==> src/rtl/cv32e40p_recovery_pkg.sv <==
// cv32e40p_recovery_pkg
//   Shared types and sizes for the fault-recovery controller.
//   - rec_state_e : controller FSM states
//   - csr_ckpt_t  : PC / branch / CSR checkpoint captured when a fault is seen
//   - NUM_REGS    : registers restored from the golden source
//                   (NUM_GPR, or NUM_GPR+NUM_FPR when CV32E40P_RECOVERY_FP_EN is defined)
package cv32e40p_recovery_pkg;

    localparam int NUM_GPR = 32;
    localparam int NUM_FPR = 32;

`ifdef CV32E40P_RECOVERY_FP_EN
    localparam int NUM_REGS = NUM_GPR + NUM_FPR;
`else
    localparam int NUM_REGS = NUM_GPR;
`endif

    // Register-file addresses are 6 bits wide so the FP bank (32..63) fits.
    localparam int RF_AW = 6;

    // Address of the last even/odd pair that gets read.
    localparam logic [RF_AW-1:0] LAST_PAIR = RF_AW'(NUM_REGS - 2);

    typedef enum logic [2:0] {
        IDLE        = 3'd0,
        SETBACK     = 3'd1,
        RF_RESTORE  = 3'd2,
        CSR_RESTORE = 3'd3,
        PC_RESTORE  = 3'd4,
        DONE        = 3'd5,
        FAIL        = 3'd6
    } rec_state_e;

    typedef struct packed {
        logic [31:0] pc;
        logic        branch;
        logic [31:0] branch_addr;
        logic [6:0]  mstatus;
        logic [31:0] mie;
        logic [23:0] mtvec;
        logic [31:0] mscratch;
        logic [31:0] mepc;
        logic [31:0] mip;
        logic [5:0]  mcause;
    } csr_ckpt_t;

endpackage

==> src/rtl/cv32e40p_recovery_ckpt.sv <==
// cv32e40p_recovery_ckpt
//   Checkpoint register: captures the live PC/CSR backup when capture_i is high,
//   otherwise holds. Cleared by reset.
// Ports
//   clk_i      in  clock
//   rst_i      in  asynchronous active-high reset
//   capture_i  in  load enable
//   ckpt_i     in  live backup values (csr_ckpt_t)
//   ckpt_o     out held checkpoint (csr_ckpt_t)
module cv32e40p_recovery_ckpt
    import cv32e40p_recovery_pkg::*;
(
    input  logic      clk_i,
    input  logic      rst_i,
    input  logic      capture_i,
    input  csr_ckpt_t ckpt_i,
    output csr_ckpt_t ckpt_o
);

    csr_ckpt_t r_ckpt;

    always_ff @(posedge clk_i or posedge rst_i) begin
        if (rst_i) begin
            r_ckpt <= '0;
        end else if (capture_i) begin
            r_ckpt <= ckpt_i;
        end
    end

    assign ckpt_o = r_ckpt;

endmodule

==> src/rtl/cv32e40p_recovery_ctrl.sv <==
// cv32e40p_recovery_ctrl
//   Fault-recovery sequencer for the core. On fault_i it checkpoints PC/CSRs,
//   holds the core in setback, restores the register file pair-wise from a golden
//   copy (2-stage read/write pipeline), then presents CSRs and strobes a PC reload.
//   Faults during restore trigger a full retry; too many retries end in FAIL,
//   which only reset leaves.
// Configuration
//   CV32E40P_RECOVERY_FP_EN : also restore FP registers 32..63.
// Ports
//   clk_i, rst_i                       clock, asynchronous active-high reset
//   fault_i                            fault level, sampled every cycle
//   backup_*_i                         live PC/CSR backup from the core
//   regfile_rdata_ra_i/rb_i            golden RF read data (combinational from raddr)
//   setback_o                          core setback
//   regfile_backup_o, raddr_ra/rb_o    golden RF read enable / addresses
//   recover_o                          core recovery mode
//   regfile_we/waddr/wdata_a_o, _b_o   restore write ports
//   recovery_*_o                       checkpoint values
//   pc_recover_o                       one-cycle PC reload strobe
//   busy_o, done_o, fail_o             active / completion pulse / sticky failure
module cv32e40p_recovery_ctrl
    import cv32e40p_recovery_pkg::*;
#(
    parameter int SETBACK_CYCLES = 4,
    parameter int MAX_RETRIES    = 2
) (
    input  logic              clk_i,
    input  logic              rst_i,
    input  logic              fault_i,

    input  logic [31:0]       backup_pc_i,
    input  logic              backup_branch_i,
    input  logic [31:0]       backup_branch_addr_i,
    input  logic [6:0]        backup_mstatus_i,
    input  logic [31:0]       backup_mie_i,
    input  logic [23:0]       backup_mtvec_i,
    input  logic [31:0]       backup_mscratch_i,
    input  logic [31:0]       backup_mepc_i,
    input  logic [31:0]       backup_mip_i,
    input  logic [5:0]        backup_mcause_i,

    input  logic [31:0]       regfile_rdata_ra_i,
    input  logic [31:0]       regfile_rdata_rb_i,

    output logic              setback_o,
    output logic              regfile_backup_o,
    output logic [RF_AW-1:0]  regfile_raddr_ra_o,
    output logic [RF_AW-1:0]  regfile_raddr_rb_o,
    output logic              recover_o,
    output logic              regfile_we_a_o,
    output logic [RF_AW-1:0]  regfile_waddr_a_o,
    output logic [31:0]       regfile_wdata_a_o,
    output logic              regfile_we_b_o,
    output logic [RF_AW-1:0]  regfile_waddr_b_o,
    output logic [31:0]       regfile_wdata_b_o,

    output logic [31:0]       recovery_pc_o,
    output logic              recovery_branch_o,
    output logic [31:0]       recovery_branch_addr_o,
    output logic [6:0]        recovery_mstatus_o,
    output logic [31:0]       recovery_mie_o,
    output logic [23:0]       recovery_mtvec_o,
    output logic [31:0]       recovery_mscratch_o,
    output logic [31:0]       recovery_mepc_o,
    output logic [31:0]       recovery_mip_o,
    output logic [5:0]        recovery_mcause_o,

    output logic              pc_recover_o,
    output logic              busy_o,
    output logic              done_o,
    output logic              fail_o
);

    localparam int CNT_W = (SETBACK_CYCLES < 2) ? 1 : $clog2(SETBACK_CYCLES);
    localparam int RC_W  = (MAX_RETRIES < 1) ? 1 : $clog2(MAX_RETRIES + 1);
    localparam logic [CNT_W-1:0] CNT_LOAD = CNT_W'(SETBACK_CYCLES - 1);
    localparam logic [RC_W-1:0]  RC_MAX   = RC_W'(MAX_RETRIES);

    rec_state_e        r_state, w_state_nxt;
    logic [CNT_W-1:0]  r_cnt, w_cnt_nxt;
    logic [RF_AW-1:0]  r_addr, w_addr_nxt;
    logic              r_rd_done, w_rd_done_nxt;
    logic              r_wr_vld, w_wr_vld_nxt;
    logic [RF_AW-1:0]  r_waddr;
    logic [31:0]       r_wdata_a, r_wdata_b;
    logic              r_retry, w_retry_nxt;
    logic [RC_W-1:0]   r_retry_cnt, w_retry_cnt_nxt;

    logic              w_capture;
    logic              w_rd;
    logic              w_fault_rec;
    csr_ckpt_t         w_ckpt_d, w_ckpt_q, w_ckpt_out;

    // ------------------------------------------------------------------
    // Checkpoint
    // ------------------------------------------------------------------
    assign w_ckpt_d = '{
        pc:          backup_pc_i,
        branch:      backup_branch_i,
        branch_addr: backup_branch_addr_i,
        mstatus:     backup_mstatus_i,
        mie:         backup_mie_i,
        mtvec:       backup_mtvec_i,
        mscratch:    backup_mscratch_i,
        mepc:        backup_mepc_i,
        mip:         backup_mip_i,
        mcause:      backup_mcause_i
    };

    cv32e40p_recovery_ckpt u_ckpt (
        .clk_i     (clk_i),
        .rst_i     (rst_i),
        .capture_i (w_capture),
        .ckpt_i    (w_ckpt_d),
        .ckpt_o    (w_ckpt_q)
    );

    // FAIL drives every output except setback/fail to zero, checkpoint included.
    assign w_ckpt_out = (r_state == FAIL) ? '0 : w_ckpt_q;

    assign recovery_pc_o          = w_ckpt_out.pc;
    assign recovery_branch_o      = w_ckpt_out.branch;
    assign recovery_branch_addr_o = w_ckpt_out.branch_addr;
    assign recovery_mstatus_o     = w_ckpt_out.mstatus;
    assign recovery_mie_o         = w_ckpt_out.mie;
    assign recovery_mtvec_o       = w_ckpt_out.mtvec;
    assign recovery_mscratch_o    = w_ckpt_out.mscratch;
    assign recovery_mepc_o        = w_ckpt_out.mepc;
    assign recovery_mip_o         = w_ckpt_out.mip;
    assign recovery_mcause_o      = w_ckpt_out.mcause;

    // A fault while restoring counts as a retry; faults in SETBACK only restart it.
    assign w_fault_rec = fault_i && ((r_state == RF_RESTORE) ||
                                     (r_state == CSR_RESTORE) ||
                                     (r_state == PC_RESTORE));

    // ------------------------------------------------------------------
    // Next state / outputs
    // ------------------------------------------------------------------
    always_comb begin
        w_state_nxt      = r_state;
        w_cnt_nxt        = r_cnt;
        w_addr_nxt       = r_addr;
        w_rd_done_nxt    = r_rd_done;
        w_wr_vld_nxt     = r_wr_vld;
        w_retry_nxt      = r_retry;
        w_retry_cnt_nxt  = r_retry_cnt;
        w_capture        = 1'b0;
        w_rd             = 1'b0;

        setback_o          = 1'b0;
        regfile_backup_o   = 1'b0;
        regfile_raddr_ra_o = '0;
        regfile_raddr_rb_o = '0;
        recover_o          = 1'b0;
        regfile_we_a_o     = 1'b0;
        regfile_waddr_a_o  = '0;
        regfile_wdata_a_o  = '0;
        regfile_we_b_o     = 1'b0;
        regfile_waddr_b_o  = '0;
        regfile_wdata_b_o  = '0;
        pc_recover_o       = 1'b0;
        busy_o             = 1'b0;
        done_o             = 1'b0;
        fail_o             = 1'b0;

        case (r_state)
            IDLE: begin
                if (fault_i) begin
                    w_capture   = 1'b1;
                    w_cnt_nxt   = CNT_LOAD;
                    w_state_nxt = SETBACK;
                end
            end

            SETBACK: begin
                setback_o = 1'b1;
                busy_o    = 1'b1;
                if (fault_i) begin
                    w_cnt_nxt = CNT_LOAD;
                end else if (r_cnt == '0) begin
                    w_state_nxt   = RF_RESTORE;
                    w_addr_nxt    = '0;
                    w_rd_done_nxt = 1'b0;
                    w_wr_vld_nxt  = 1'b0;
                end else begin
                    w_cnt_nxt = r_cnt - CNT_W'(1);
                end
            end

            RF_RESTORE: begin
                busy_o    = 1'b1;
                recover_o = 1'b1;
                // Read stage: one pair per cycle until the last pair has been read.
                w_rd             = !r_rd_done;
                regfile_backup_o = w_rd;
                if (w_rd) begin
                    regfile_raddr_ra_o = r_addr;
                    regfile_raddr_rb_o = r_addr + RF_AW'(1);
                    if (r_addr == LAST_PAIR) begin
                        w_rd_done_nxt = 1'b1;
                    end else begin
                        w_addr_nxt = r_addr + RF_AW'(2);
                    end
                end
                w_wr_vld_nxt = w_rd;
                // Write stage: registered pair from the previous read; x0 is never written.
                if (r_wr_vld) begin
                    regfile_we_a_o    = (r_waddr != '0);
                    regfile_waddr_a_o = r_waddr;
                    regfile_wdata_a_o = (r_waddr != '0) ? r_wdata_a : '0;
                    regfile_we_b_o    = 1'b1;
                    regfile_waddr_b_o = r_waddr + RF_AW'(1);
                    regfile_wdata_b_o = r_wdata_b;
                    if (r_rd_done) begin
                        w_state_nxt = CSR_RESTORE;
                    end
                end
            end

            CSR_RESTORE: begin
                busy_o      = 1'b1;
                recover_o   = 1'b1;
                w_state_nxt = PC_RESTORE;
            end

            PC_RESTORE: begin
                busy_o       = 1'b1;
                recover_o    = 1'b1;
                pc_recover_o = 1'b1;
                if (r_retry || fault_i) begin
                    w_state_nxt = SETBACK;
                    w_cnt_nxt   = CNT_LOAD;
                    w_retry_nxt = 1'b0;
                end else begin
                    w_state_nxt = DONE;
                end
            end

            DONE: begin
                done_o          = 1'b1;
                w_retry_nxt     = 1'b0;
                w_retry_cnt_nxt = '0;
                w_state_nxt     = IDLE;
            end

            FAIL: begin
                setback_o = 1'b1;
                fail_o    = 1'b1;
            end

            default: w_state_nxt = IDLE;
        endcase

        // Retry accounting overrides the transitions above when the budget is spent.
        if (w_fault_rec) begin
            if (r_retry_cnt == RC_MAX) begin
                w_state_nxt = FAIL;
            end else begin
                w_retry_cnt_nxt = r_retry_cnt + RC_W'(1);
                if (r_state != PC_RESTORE) begin
                    w_retry_nxt = 1'b1;
                end
            end
        end
    end

    // ------------------------------------------------------------------
    // State registers
    // ------------------------------------------------------------------
    always_ff @(posedge clk_i or posedge rst_i) begin
        if (rst_i) begin
            r_state     <= IDLE;
            r_cnt       <= '0;
            r_addr      <= '0;
            r_rd_done   <= 1'b0;
            r_wr_vld    <= 1'b0;
            r_waddr     <= '0;
            r_wdata_a   <= '0;
            r_wdata_b   <= '0;
            r_retry     <= 1'b0;
            r_retry_cnt <= '0;
        end else begin
            r_state     <= w_state_nxt;
            r_cnt       <= w_cnt_nxt;
            r_addr      <= w_addr_nxt;
            r_rd_done   <= w_rd_done_nxt;
            r_wr_vld    <= w_wr_vld_nxt;
            r_retry     <= w_retry_nxt;
            r_retry_cnt <= w_retry_cnt_nxt;
            if (w_rd) begin
                r_waddr   <= r_addr;
                r_wdata_a <= regfile_rdata_ra_i;
                r_wdata_b <= regfile_rdata_rb_i;
            end
        end
    end

endmodule

==> config.mk <==
export PLATFORM = sky130hd
export DESIGN_NAME = cv32e40p_recovery_ctrl
export DESIGN_NICKNAME = d
export VERILOG_FILES = /design/src/rtl/cv32e40p_recovery_pkg.sv /design/src/rtl/cv32e40p_recovery_ckpt.sv /design/src/rtl/cv32e40p_recovery_ctrl.sv
export SDC_FILE = /design/constraint.sdc
export NUM_CORES = 1
export LEC_CHECK = 0
export ABC_AREA = 1
export BUFFER_PORTS_ARGS = -buffer_cell sky130_fd_sc_hd__buf_4
export CAP_MARGIN = 20
export CORE_AREA = 10 10 212 294
export DETAILED_ROUTE_END_ITERATION = 10
export DIE_AREA = 0 0 222 304
export PLACE_DENSITY = 0.51
export REMOVE_ABC_BUFFERS = 1
export SYNTH_ARGS = -nofsm -noshare
export SYNTH_HDL_FRONTEND = slang
export SYNTH_HIERARCHICAL = 1
export SYNTH_SLANG_ARGS = --single-unit
==> constraint.sdc <==
create_clock -name clk_i -period 21.5 [get_ports clk_i]
set_clock_uncertainty 0.2 [all_clocks]
set_input_delay 2.15 -clock clk_i [delete_from_list [all_inputs] [get_ports clk_i]]
set_output_delay 2.15 -clock clk_i [all_outputs]
set_load 0.01 [all_outputs]
# After elaboration in Yosys (flattened, before gate mapping)
# Cells that the tools add are included.
classes:
  n_addsub: 5
  eq_ne: 16
  muxes: 60
  reduce_logical: 16
op_table:
  columns: ["cell", "count"]
  rows:
  - ["230-bit 2-to-1 mux", 1]
  - ["32-bit 2-to-1 mux", 5]
  - ["6-bit 2-to-1 mux", 12]
  - ["3-bit 2-to-1 mux", 8]
  - ["1-bit 2-to-1 mux", 21]
  - ["3-bit one-hot mux with 6 select lines", 1]
  - ["2-bit 2-to-1 mux", 7]
  - ["6-bit by 1-bit adder with 6-bit output (second input constant)", 2]
  - ["6-bit one-hot mux with 2 select lines", 1]
  - ["2-bit != test (second input constant)", 5]
  - ["3-bit equality test (second input constant)", 3]
  - ["6-bit by 2-bit adder with 6-bit output (second input constant)", 1]
  - ["3-bit by 2-bit equality test with 1-bit output (second input constant)", 2]
  - ["6-bit by 5-bit equality test with 1-bit output (second input constant)", 1]
  - ["3-bit != test (second input constant)", 2]
  - ["1-bit one-hot mux with 2 select lines", 3]
  - ["2-bit one-hot mux with 3 select lines", 1]
  - ["6-bit nonzero test", 1]
  - ["5-bit AND reduction", 1]
  - ["4-bit AND reduction", 1]
  - ["4-bit OR reduction", 1]
  - ["3-bit by 1-bit equality test with 1-bit output (second input constant)", 1]
  - ["3-bit zero test", 1]
  - ["1-bit logical OR", 3]
  - ["other kinds (12)", 12]
totals:
  register_bits: 316
  inputBits: 297
  output_inout_bits: 327
  elab_cells: 117

# Logic depth before layout (Yosys ltp)
# Gate-level depths: netlist (run 1).
depth:
  ltp_word: 6
  depth_mapped: 9
  ltp_nobuf: 9

# Cells and area by module
# The synthesis (run 1) kept the hierarchy.
by_module_without_submodules:
  columns: ["mod", "instances", "cells_each", "area_each_um2", "seq_area_each_um2"]
  rows:
  - ["cv32e40p_recovery_ckpt", 1, 973, 8755.9, 5755.5]
  - ["cv32e40p_recovery_ctrl", 1, 1011, 5880.6, 2102.0]

# Worst setup path before layout (run 1)
# Ideal clock, no wire load.
synth_path:
  path_type: "flip-flop to output port"
  from: "register r_state[2]"
  to: "output port regfile_wdata_a_o[22]"
  t_arrival_ns: 1.366
  required_ns: 19.150
  setup_slack_ns: 17.784
  stages_incl_launch_ff: 9
  path_buffers: 3
  path_cell_list: "dfrtp_1 > buf_2 > inv_2 > nand2_1 > buf_2 > nor2_4 > o21ai_2 > buf_2 > nor2_1"
synth_via:
  elab_chain_len: 2
synth_rtl:
  columns: ["item", "line", "text"]
  rows:
  - ["start, declared", "cv32e40p_recovery_ctrl.sv:79", "rec_state_e r_state, w_state_nxt;"]
  - ["start signal, assigned", "cv32e40p_recovery_ctrl.sv:284", "r_state <= w_state_nxt;"]
  - ["3-bit by 2-bit equality test with 1-bit output", "cv32e40p_recovery_ctrl.sv:167", "case (r_state)"]
  - ["32-bit 2-to-1 mux", "cv32e40p_recovery_ctrl.sv:167", null]
  - ["end, declared", "cv32e40p_recovery_ctrl.sv:52", "output logic [31:0] regfile_wdata_a_o,"]
# No other way between the ends.

==> results.yml, run 1 <==
place:
  dp.cells: 3257
  hpwl_mm: 42.4
  portBuffers: 621
  gp_congestion: 0.822
clock_network:
  root_buffer: "clkbuf_16"
  htree_levels: 2
  cts_tree: "done"
  clock-sinks: 314
  clock_path_buffers: 3
  cts-hold-fix-buffers: 0
  cts_resized: 0
  path_clk_slew_ns: 0.06
  postCtsSetupRepairBufs: 0
  cts_buffers: 36
  insertion_delay_ns: 0.53
routing:
  viasPerCell: 4.17
  wirelength_mm: 56.6
  post_drt_wl_per_cell_microns: 17.0
  drtAntennaViolNets: 0
  vias: 13900
  drt_pass1_iterations: 5
  drc_errors: 0
  initialDrtViolationCount: 910
grt:
  overflow: 0
  antenna_found_initial: 4
  grt_pass1_vias: 14300
  grt_start_max_net_pins: 138
  grt_pass1_wl_mm: 86.7
  grt_use_total: 0.162
floorplanning:
  core_sq_um: 57000
  pin_count: 624
  fp.dieH_microns: 304
  row_count: 104
  die_x_microns: 222
  die_area_sq_um: 67500
  start_util: 0.257
min_path:
  hp-class: "flop to flop"
  min_to: "u_ckpt/ckpt_o[92]"
  whs_path_depth: 2
  min_from: "u_ckpt/ckpt_o[92]"
timing:
  slew_headroom: 0.280
  tightest_slew_ns: 1.08
  fin_crit_sh: 0.258
  finalCriticalPeriod_ns: 5.55
  setup_viol: 0
  slew_viol_final: 0
  hold_viol_final: 0
  rsz0062_at_grt: "false"
  max_freq_mhz: 180
worst_setup_path:
  worstPathArrival_ns: 3.20
  critPathTopFamily: "buffers and inverters"
  cp_cell_sequence: "inv_2 > nor2_2 > nand2_4 > buf_4 > nand2_1 > inv_1 > buf_4"
  cp.required_ns: 19.15
  r2r-end: "r_wdata_b[16]"
  r2r-start: "r_state[1]"
  path_max_fanout: 99
  crit_path_top_delay_cell: "buf_4"
  crit_buf_inv: 4
  worstSetupPathType: "flop to output port"
  start_kind: "flop"
  slowest_delay_ns: 0.85
  crit_top_cell: "buf_4"
  end_kind: "output port"
  reg2reg_slack_ns: 18.22
  r2r_cells: 8
  critPathLaunch: "r_state[1]"
logic_synthesis:
  synthArstFlopShare: 1.00
  synth_area_sq_um: 14600
  synth_top_area_share: 0.537
  synth-main-ff-cell: "dfrtp_1"
  yosysMostFrequentCell: "nand2_1"
  synthCells: 1984
  synth_compound_area_frac: 0.0280
  yosysTopAreaCell: "dfrtp_1"
  synth-xor-area-share: 0.000598
  synthSimpleGateAreaFrac: 0.300
  synth_area_leaders: "dfrtp_1 54%, nand2_1 26%, inv_1 8.3%"
  synth_top_family_by_area: "simple AND/OR/NAND/NOR gates"
  synth_adder_area_share: 0.00171
  avgSynthCellArea_sq_um: 7.38
  synthMuxAreaShare: 0
  yosysWarnings: 6
  ys_seq_elements: 314
  synth_cell_types: 26
  synthTopCellsByCount: "1031 x nand2_1, 323 x inv_1, 314 x dfrtp_1"
  synth_edf_count: 0
  ys_seq_area_frac: 0.537
run_status:
  status: "finished, final reports clean"
layout:
  fin_nets: 2855
  multi_input_area_sq_um: 4850
  fillers: 6084
  layout.cells.non_filler: 3323
  drive_gt1_frac: 0.273
  syn2layout_area_growth_pct: 42.8
  seqCellArea_sq_um: 7860
pwr:
  power.density_nw_per_um2: 135
  irDropWorstVdd_mv: 0.0626
  p_total_mw: 2.81
  p_leak_nw: 13.0
flow_run:
  maxCapViolCount: 0
[state kept, by name (all words and copies together) (netlist names)]
name	count
r_retry_cnt	2
r_state	3
r_retry	1
r_rd_done	1
r_waddr	5
r_wdata_a	32
r_cnt	2
u_ckpt/ckpt_o	230
r_wdata_b	32
r_wr_vld	1
r_addr	5
[stage by stage]
stage | setup TNS [ns] | hold slack (ns) | area (sq um) | utilization | setup WS [ns]
4_1_cts | 0 | 0.273 | 20800 | 0.365 | 15.92
2_1_floorplan | -1028.11 | 0.242 | 13900 | - | -4.47
6_report | 0 | 0.269 | 20900 | 0.367 | 15.95
3_5_place_dp | 0 | 0.258 | 19600 | 0.345 | 16.41
5_1_grt | 0 | 0.286 | 20900 | 0.367 | 15.71
3_3_place_gp | 0 | 0.253 | 19600 | 0.345 | 16.42
[how the worst max path moves through the flow]
stage | endpoint | slack (ns) | cells after the start
after floorplan | u_ckpt/ckpt_o[0] | -4.47 | 5
after global placement | u_ckpt/ckpt_o[66] | 16.42 | 8
after detailed placement | u_ckpt/ckpt_o[181] | 16.41 | 8
after CTS | recovery_mip_o[18] | 15.92 | 7
after global routing | recovery_mscratch_o[12] | 15.71 | 7
final | recovery_mip_o[18] | 15.95 | 7
[per-layer routing]
metal  routed length, microns  up-vias  track usage
met4                     1440        4       0.0479
met3                     6210       63       0.0745
met5                       22        -            0
met2                    26600      540        0.263
met1                    22400     6414        0.187
li1                         -     6838            -
[cell type report]
cell class | count | share of cell area
clock buffer | 49 | 0.0498
multi-input combinational | 1240 | 0.232
inverter | 327 | 0.0594
tap | 742 | 0.0444
clock inverter | 12 | 0.00646
timing repair buffer | 637 | 0.232
sequential | 314 | 0.376
antenna | 2 | 0.000239
[tightest hold or removal path: stages (launching register included)]
cell,delay [ns]
dfrtp_1,0.34
nand2_1,0.05
nand2_1,0.04
[logic make-up after synthesis]
| kind of cell | count (synthesis) |
|---|---|
| AO/OA/AOI/OAI | 80 |
| XOR/XNOR | 1 |
| adder cells (fa/ha/maj) | 2 |
| buffers and inverters | 431 |
| flip-flops | 314 |
| other | 1 |
| AND/OR/NAND/NOR | 1155 |
[power by group]
part           switching [mW]  total (mW)  internal [mW]
Combinational           0.665        1.17          0.508
Sequential              0.149        1.01          0.864
Clock                   0.253       0.627          0.374
[cells in the final DEF (no fill, tap or decap), drive strengths merged]
master / count
a21oi: 1
nand2: 1031
ha: 2
nor2: 97
diode: 2
clkinv: 11
o211ai: 1
buf: 637
nor4: 1
dfrtp: 314
bufinv: 3
clkbuf: 49
nor3: 1
or2: 1
inv: 325
o21bai: 1
xor2: 1
o21ai: 77
conb: 2
nand4: 2
nand3: 22
Power figures use the tool's default switching activity.
==> run 2, diff against run 1 <==
Settings changed: PLACE_DENSITY 0.51 to 0.52.
Clock period 21.5 ns to 4.6 ns, I/O delays scaled along.
==> results.yml, run 2 (synthesis results as in run 1) <==
floorplanning:
  die_area_sq_um: 67500
  core_sq_um: 57000
  pin_count: 624
  die_x_microns: 222
  start_util: 0.257
  row_count: 104
  fp.dieH_microns: 304
timing:
  holdWs_ns: 0.0345
  slew_headroom: 0.307
  hold_viol_final: 0
  max_freq_mhz: 283
  finalSetupTns_ns: 0
  slew_viol_final: 0
  finalCriticalPeriod_ns: 3.53
  tightest_slew_ns: 1.04
  fin_crit_sh: 0.768
  rsz0062_at_grt: "false"
  setup_viol: 0
layout:
  syn2layout_area_growth_pct: 63.6
  layout_commonest_cell: "nand2_1"
  fin_nets: 3150
  layout_common_cells: "1030 x nand2_1, 630 x buf_4, 321 x inv_1, 314 x dfrtp_1, 294 x dlygate4sd3_1"
  layout.cells.non_filler: 3620
  finish.instance_area_sq_um: 23900
  fillers: 5701
  drive_gt1_frac: 0.246
  largest_register_ff_count: 230
clock_network:
  cts_tree: "done"
  insertion_delay_ns: 0.53
  root_buffer: "clkbuf_16"
  cts_resized: 0
  htree_levels: 2
  clock_path_buffers: 3
  path_clk_slew_ns: 0.06
  cts_buffers: 37
  clock-sinks: 314
worst_setup_path:
  worstSetupPathType: "flop to output port"
  critPathLaunch: "r_state[2]"
  path_max_fanout: 27
  cp.required_ns: 3.94
  worstPathArrival_ns: 2.87
  r2r-start: "r_state[1]"
  end_kind: "output port"
  start_kind: "flop"
routing:
  drtAntennaViolNets: 0
  initialDrtViolationCount: 1059
  drt_pass1_iterations: 5
  drc_errors: 0
  wirelength_mm: 59.1
  post_drt_wl_per_cell_microns: 16.3
  viasPerCell: 4.19
  vias: 15200
place:
  portBuffers: 621
  dp.cells: 3260
  gp_congestion: 0.821
  place_area_sq_um: 19700
  hpwl_mm: 42.1
pwr:
  p_leak_nw: 14.3
  irDropWorstVdd_mv: 0.374
  p_total_mw: 13.6
  power.density_nw_per_um2: 566
min_path:
  hp-class: "input pin to flop"
  min_from: "backup_mtvec_i[19]"
grt:
  antenna_found_initial: 2
  grt_start_max_net_pins: 132
  grt_use_total: 0.169
  grt_pass1_vias: 16100
  grt_pass1_wl_mm: 92.7
  overflow: 0
run_status:
  status: "finished, final reports clean"
flow_run:
  maxCapViolCount: 0
[run 2: cell types whose count changed in the layout (fill, tap and decap cells not counted), moves of 3 or more]
cell and delta:
buf_12 +7, buf_16 -3, buf_4 -4, clkbuf_8 +3
clkinv_2 -5, dlygate4sd3_1 +294
[run 2: layout make-up]
cell class	instances	area [sq um]	area share
antenna	2	5.00	0.000209
inverter	327	1240	0.0519
timing repair buffer	931	7810	0.326
clock inverter	10	114	0.00476
sequential	314	7860	0.328
clock buffer	54	1130	0.0473
tap	742	928	0.0388
multi-input combinational	1240	4850	0.203
[run 2: metal layers]
layer  vias to the layer above  share of wire  global-route usage
li1                       7428              -                   -
met1                      7056           0.41               0.202
met2                       602           0.48               0.283
met3                        76          0.083              0.0551
met4                         2          0.026              0.0514
met5                         -        0.00022                   0
[run 2: final timing paths]
| check | to | slack [ns] | depth (start not counted) |
|---|---|---|---|
| max in group asynchronous | u_ckpt/ckpt_o[0] | 2.63 | 4 |
| worst min register to register | u_ckpt/ckpt_o[18] | 0.27 | 2 |
| worst min-delay path | u_ckpt/ckpt_o[121] | 0.03 | 3 |
| min in group asynchronous | u_ckpt/ckpt_o[204] | 0.44 | 3 |
| worst max register to register | r_wdata_a[18] | 1.89 | 8 |
| worst max-delay path | regfile_wdata_b_o[23] | 1.07 | 7 |
[run 2: report_power, final]
group	switching (mW)	leakage (nW)	internal, mW
sequential	0.670	3.79	4.04
clock	1.21	0.616	1.82
combinational	3.28	9.87	2.53
[run 2: metrics by stage]
step	setup slack, ns	utilization
4_1_cts	1.06	0.420
6_report	1.07	0.420
5_1_grt	0.902	0.420
3_5_place_dp	1.67	0.347
2_1_floorplan	-19.72	-
3_3_place_gp	1.77	0.347
[run 2: critical path, cell delays in order, from the launching register on]
cell and delay [ns]:
dfrtp_1 0.55, inv_2 0.12, nand2_1 0.32, nor2_4 0.06
inv_1 0.55, buf_4 0.44, nor2_1 0.11, buf_4 0.16
[run 2: repair_timing]
action                                 4_1_cts  5_1_grt
setup buffers                                0        0
endpoints found under the hold margin      453        0
hold buffers                               294        0
==> run 3, diff against run 2 <==
Settings changed: ABC_AREA 1 to 0, CORE_AREA 10 10 212 294 to 10 10 216 300, DIE_AREA 0 0 222 304 to 0 0 226 310, PLACE_DENSITY 0.52 to 0.5.
Clock period 4.6 ns to 3.4 ns, I/O delays scaled along.
==> results.yml, run 3 <==
timing:
  holdWs_ns: 0.264
  setup_ws_ns: 0.321
  fin_crit_sh: 0.906
  rsz0062_at_grt: "false"
  slew_viol_final: 0
  finalCriticalPeriod_ns: 3.08
  slew_headroom: 0.446
  tightest_slew_ns: 0.831
  hold_viol_final: 0
  setup_viol: 0
  max_freq_mhz: 325
worst_setup_path:
  start_kind: "flop"
  worstPathArrival_ns: 2.54
  path_max_fanout: 95
  worstSetupPathType: "flop to output port"
  end_kind: "output port"
  cp.required_ns: 2.86
logic_synthesis:
  synth_area_sq_um: 15300
  ys_seq_area_frac: 0.515
  synth-main-ff-cell: "dfrtp_1"
  synthCells: 1231
  yosysWarnings: 6
  ys_seq_elements: 314
  synthTopCellsByCount: "314 x dfrtp_1, 281 x and2_1, 202 x nand2_1"
  avgSynthCellArea_sq_um: 12.4
  synth_cell_types: 43
  yosysTopAreaCell: "dfrtp_1"
  synth_top_area_share: 0.515
  synth_edf_count: 0
  yosysMostFrequentCell: "dfrtp_1"
  synth_area_leaders: "dfrtp_1 52%, mux2_4 20%, and2_1 12%"
  synthArstFlopShare: 1.00
clock_network:
  path_clk_slew_ns: 0.06
  clock_path_buffers: 3
  postCtsSetupRepairBufs: 0
  cts_resized: 0
  root_buffer: "clkbuf_16"
  cts_tree: "done"
  insertion_delay_ns: 0.54
  cts_buffers: 38
  htree_levels: 2
  clock-sinks: 314
pwr:
  p_leak_nw: 11.9
  irDropWorstVdd_mv: 0.538
  power.density_nw_per_um2: 785
floorplanning:
  start_util: 0.257
  core_sq_um: 59300
  row_count: 106
  die_area_sq_um: 70100
  pin_count: 624
  fp.dieH_microns: 310
  die_x_microns: 226
run_status:
  status: "finished, final reports clean"
grt:
  overflow: 0
  antenna_found_initial: 1
  grt_use_total: 0.152
  grt_pass1_wl_mm: 83.9
  grt_start_max_net_pins: 110
  grt_pass1_vias: 13900
layout:
  syn2layout_area_growth_pct: 62.0
  layout_common_cells: "634 x buf_4, 314 x dfrtp_1, 296 x dlygate4sd3_1, 281 x and2_1, 201 x nand2_1"
  drive_gt1_frac: 0.450
  fillers: 5571
  layout_commonest_cell: "buf_4"
  fin_nets: 2429
  largest_register_ff_count: 230
routing:
  vias: 12300
  drtAntennaViolNets: 0
  wirelength_mm: 55.5
  drt_pass1_iterations: 4
  initialDrtViolationCount: 567
  viasPerCell: 4.22
  post_drt_wl_per_cell_microns: 19.0
  drc_errors: 0
place:
  hpwl_mm: 40.7
  pre_cts_ws_ns: 0.770
  gp_congestion: 0.792
  portBuffers: 621
flow_run:
  maxCapViolCount: 0
min_path:
  hp-class: "flop to flop"
-- run 3: final cells by class --
class,instances,area [sq um],area share
multi-input combinational,821,6640,0.268
clock inverter,11,159,0.00643
inverter,13,57.6,0.00233
clock buffer,58,1100,0.0443
tap,756,946,0.0383
sequential,314,7860,0.318
antenna,2,5.00,0.000202
timing repair buffer,942,7960,0.322
-- run 3: cell families after synthesis --
logic type      after synthesis  share of synthesized area
other cells                   1                   0.000246
fa+ha+maj                     2                    0.00164
simple gates                547                      0.194
xor+xnor                      2                    0.00115
flops                       314                      0.515
compound gates               33                     0.0135
mux                         235                      0.223
buf+inv                      97                     0.0515
-- run 3: per-layer routing --
layer  GRT usage  wire length [microns]  share of wire  vias up
met3      0.0592                   5230          0.094       79
li1            -                      -              -     5752
met5           0                      0              0        -
met2       0.266                  27400           0.49      514
met4      0.0508                   1640          0.030        0
met1       0.166                  21200           0.38     5969
-- run 3: stage by stage --
stage	TNS [ns]	power [mW]	instance area, sq um	util	instances
4_1_cts	0	19.7	24700	0.417	2915
3_5_place_dp	0	15.1	20500	0.346	2550
2_1_floorplan	-9339.65	11.1	14500	-	1148
5_1_grt	0	20.6	24700	0.417	2916
6_report	0	19.4	24700	0.417	2917
3_3_place_gp	0	15.0	20500	0.346	2550
-- run 3: final timing paths --
kind                       depth (start not counted)     startpoint  slack, ns            endpoint
hold / removal                                     2  r_wdata_b[19]       0.26       r_wdata_b[19]
hold reg to reg                                    2  r_wdata_b[19]       0.26       r_wdata_b[19]
min in group asynchronous                          3          rst_i       0.28   u_ckpt/ckpt_o[55]
setup reg to reg                                   4     r_state[2]       0.74    u_ckpt/ckpt_o[6]
setup / recovery                                   5     r_state[0]       0.32  recovery_mip_o[27]
max in group asynchronous                          4          rst_i       1.86   u_ckpt/ckpt_o[44]
-- run 3: worst max-delay path: stages (launching register included) --
cell     delay (ns)
dfrtp_1        0.51
nor2b_1        0.35
nand2_4        0.28
buf_12         0.29
and2_1         0.29
buf_4          0.15
-- run 3: power breakdown --
group / leakage [nW] / internal (mW) / switching (mW)
Clock: 0.609 / 2.47 / 1.66
Sequential: 3.58 / 5.52 / 1.13
Combinational: 7.69 / 5.28 / 3.33
Total: 11.9 / 13.3 / 6.12
-- run 3: timing repair --
action | 4_1_cts | 5_1_grt
endpoints found under the hold margin | 420 | 0
endpoints found under the setup margin | 0 | 0
hold buffers | 296 | 0
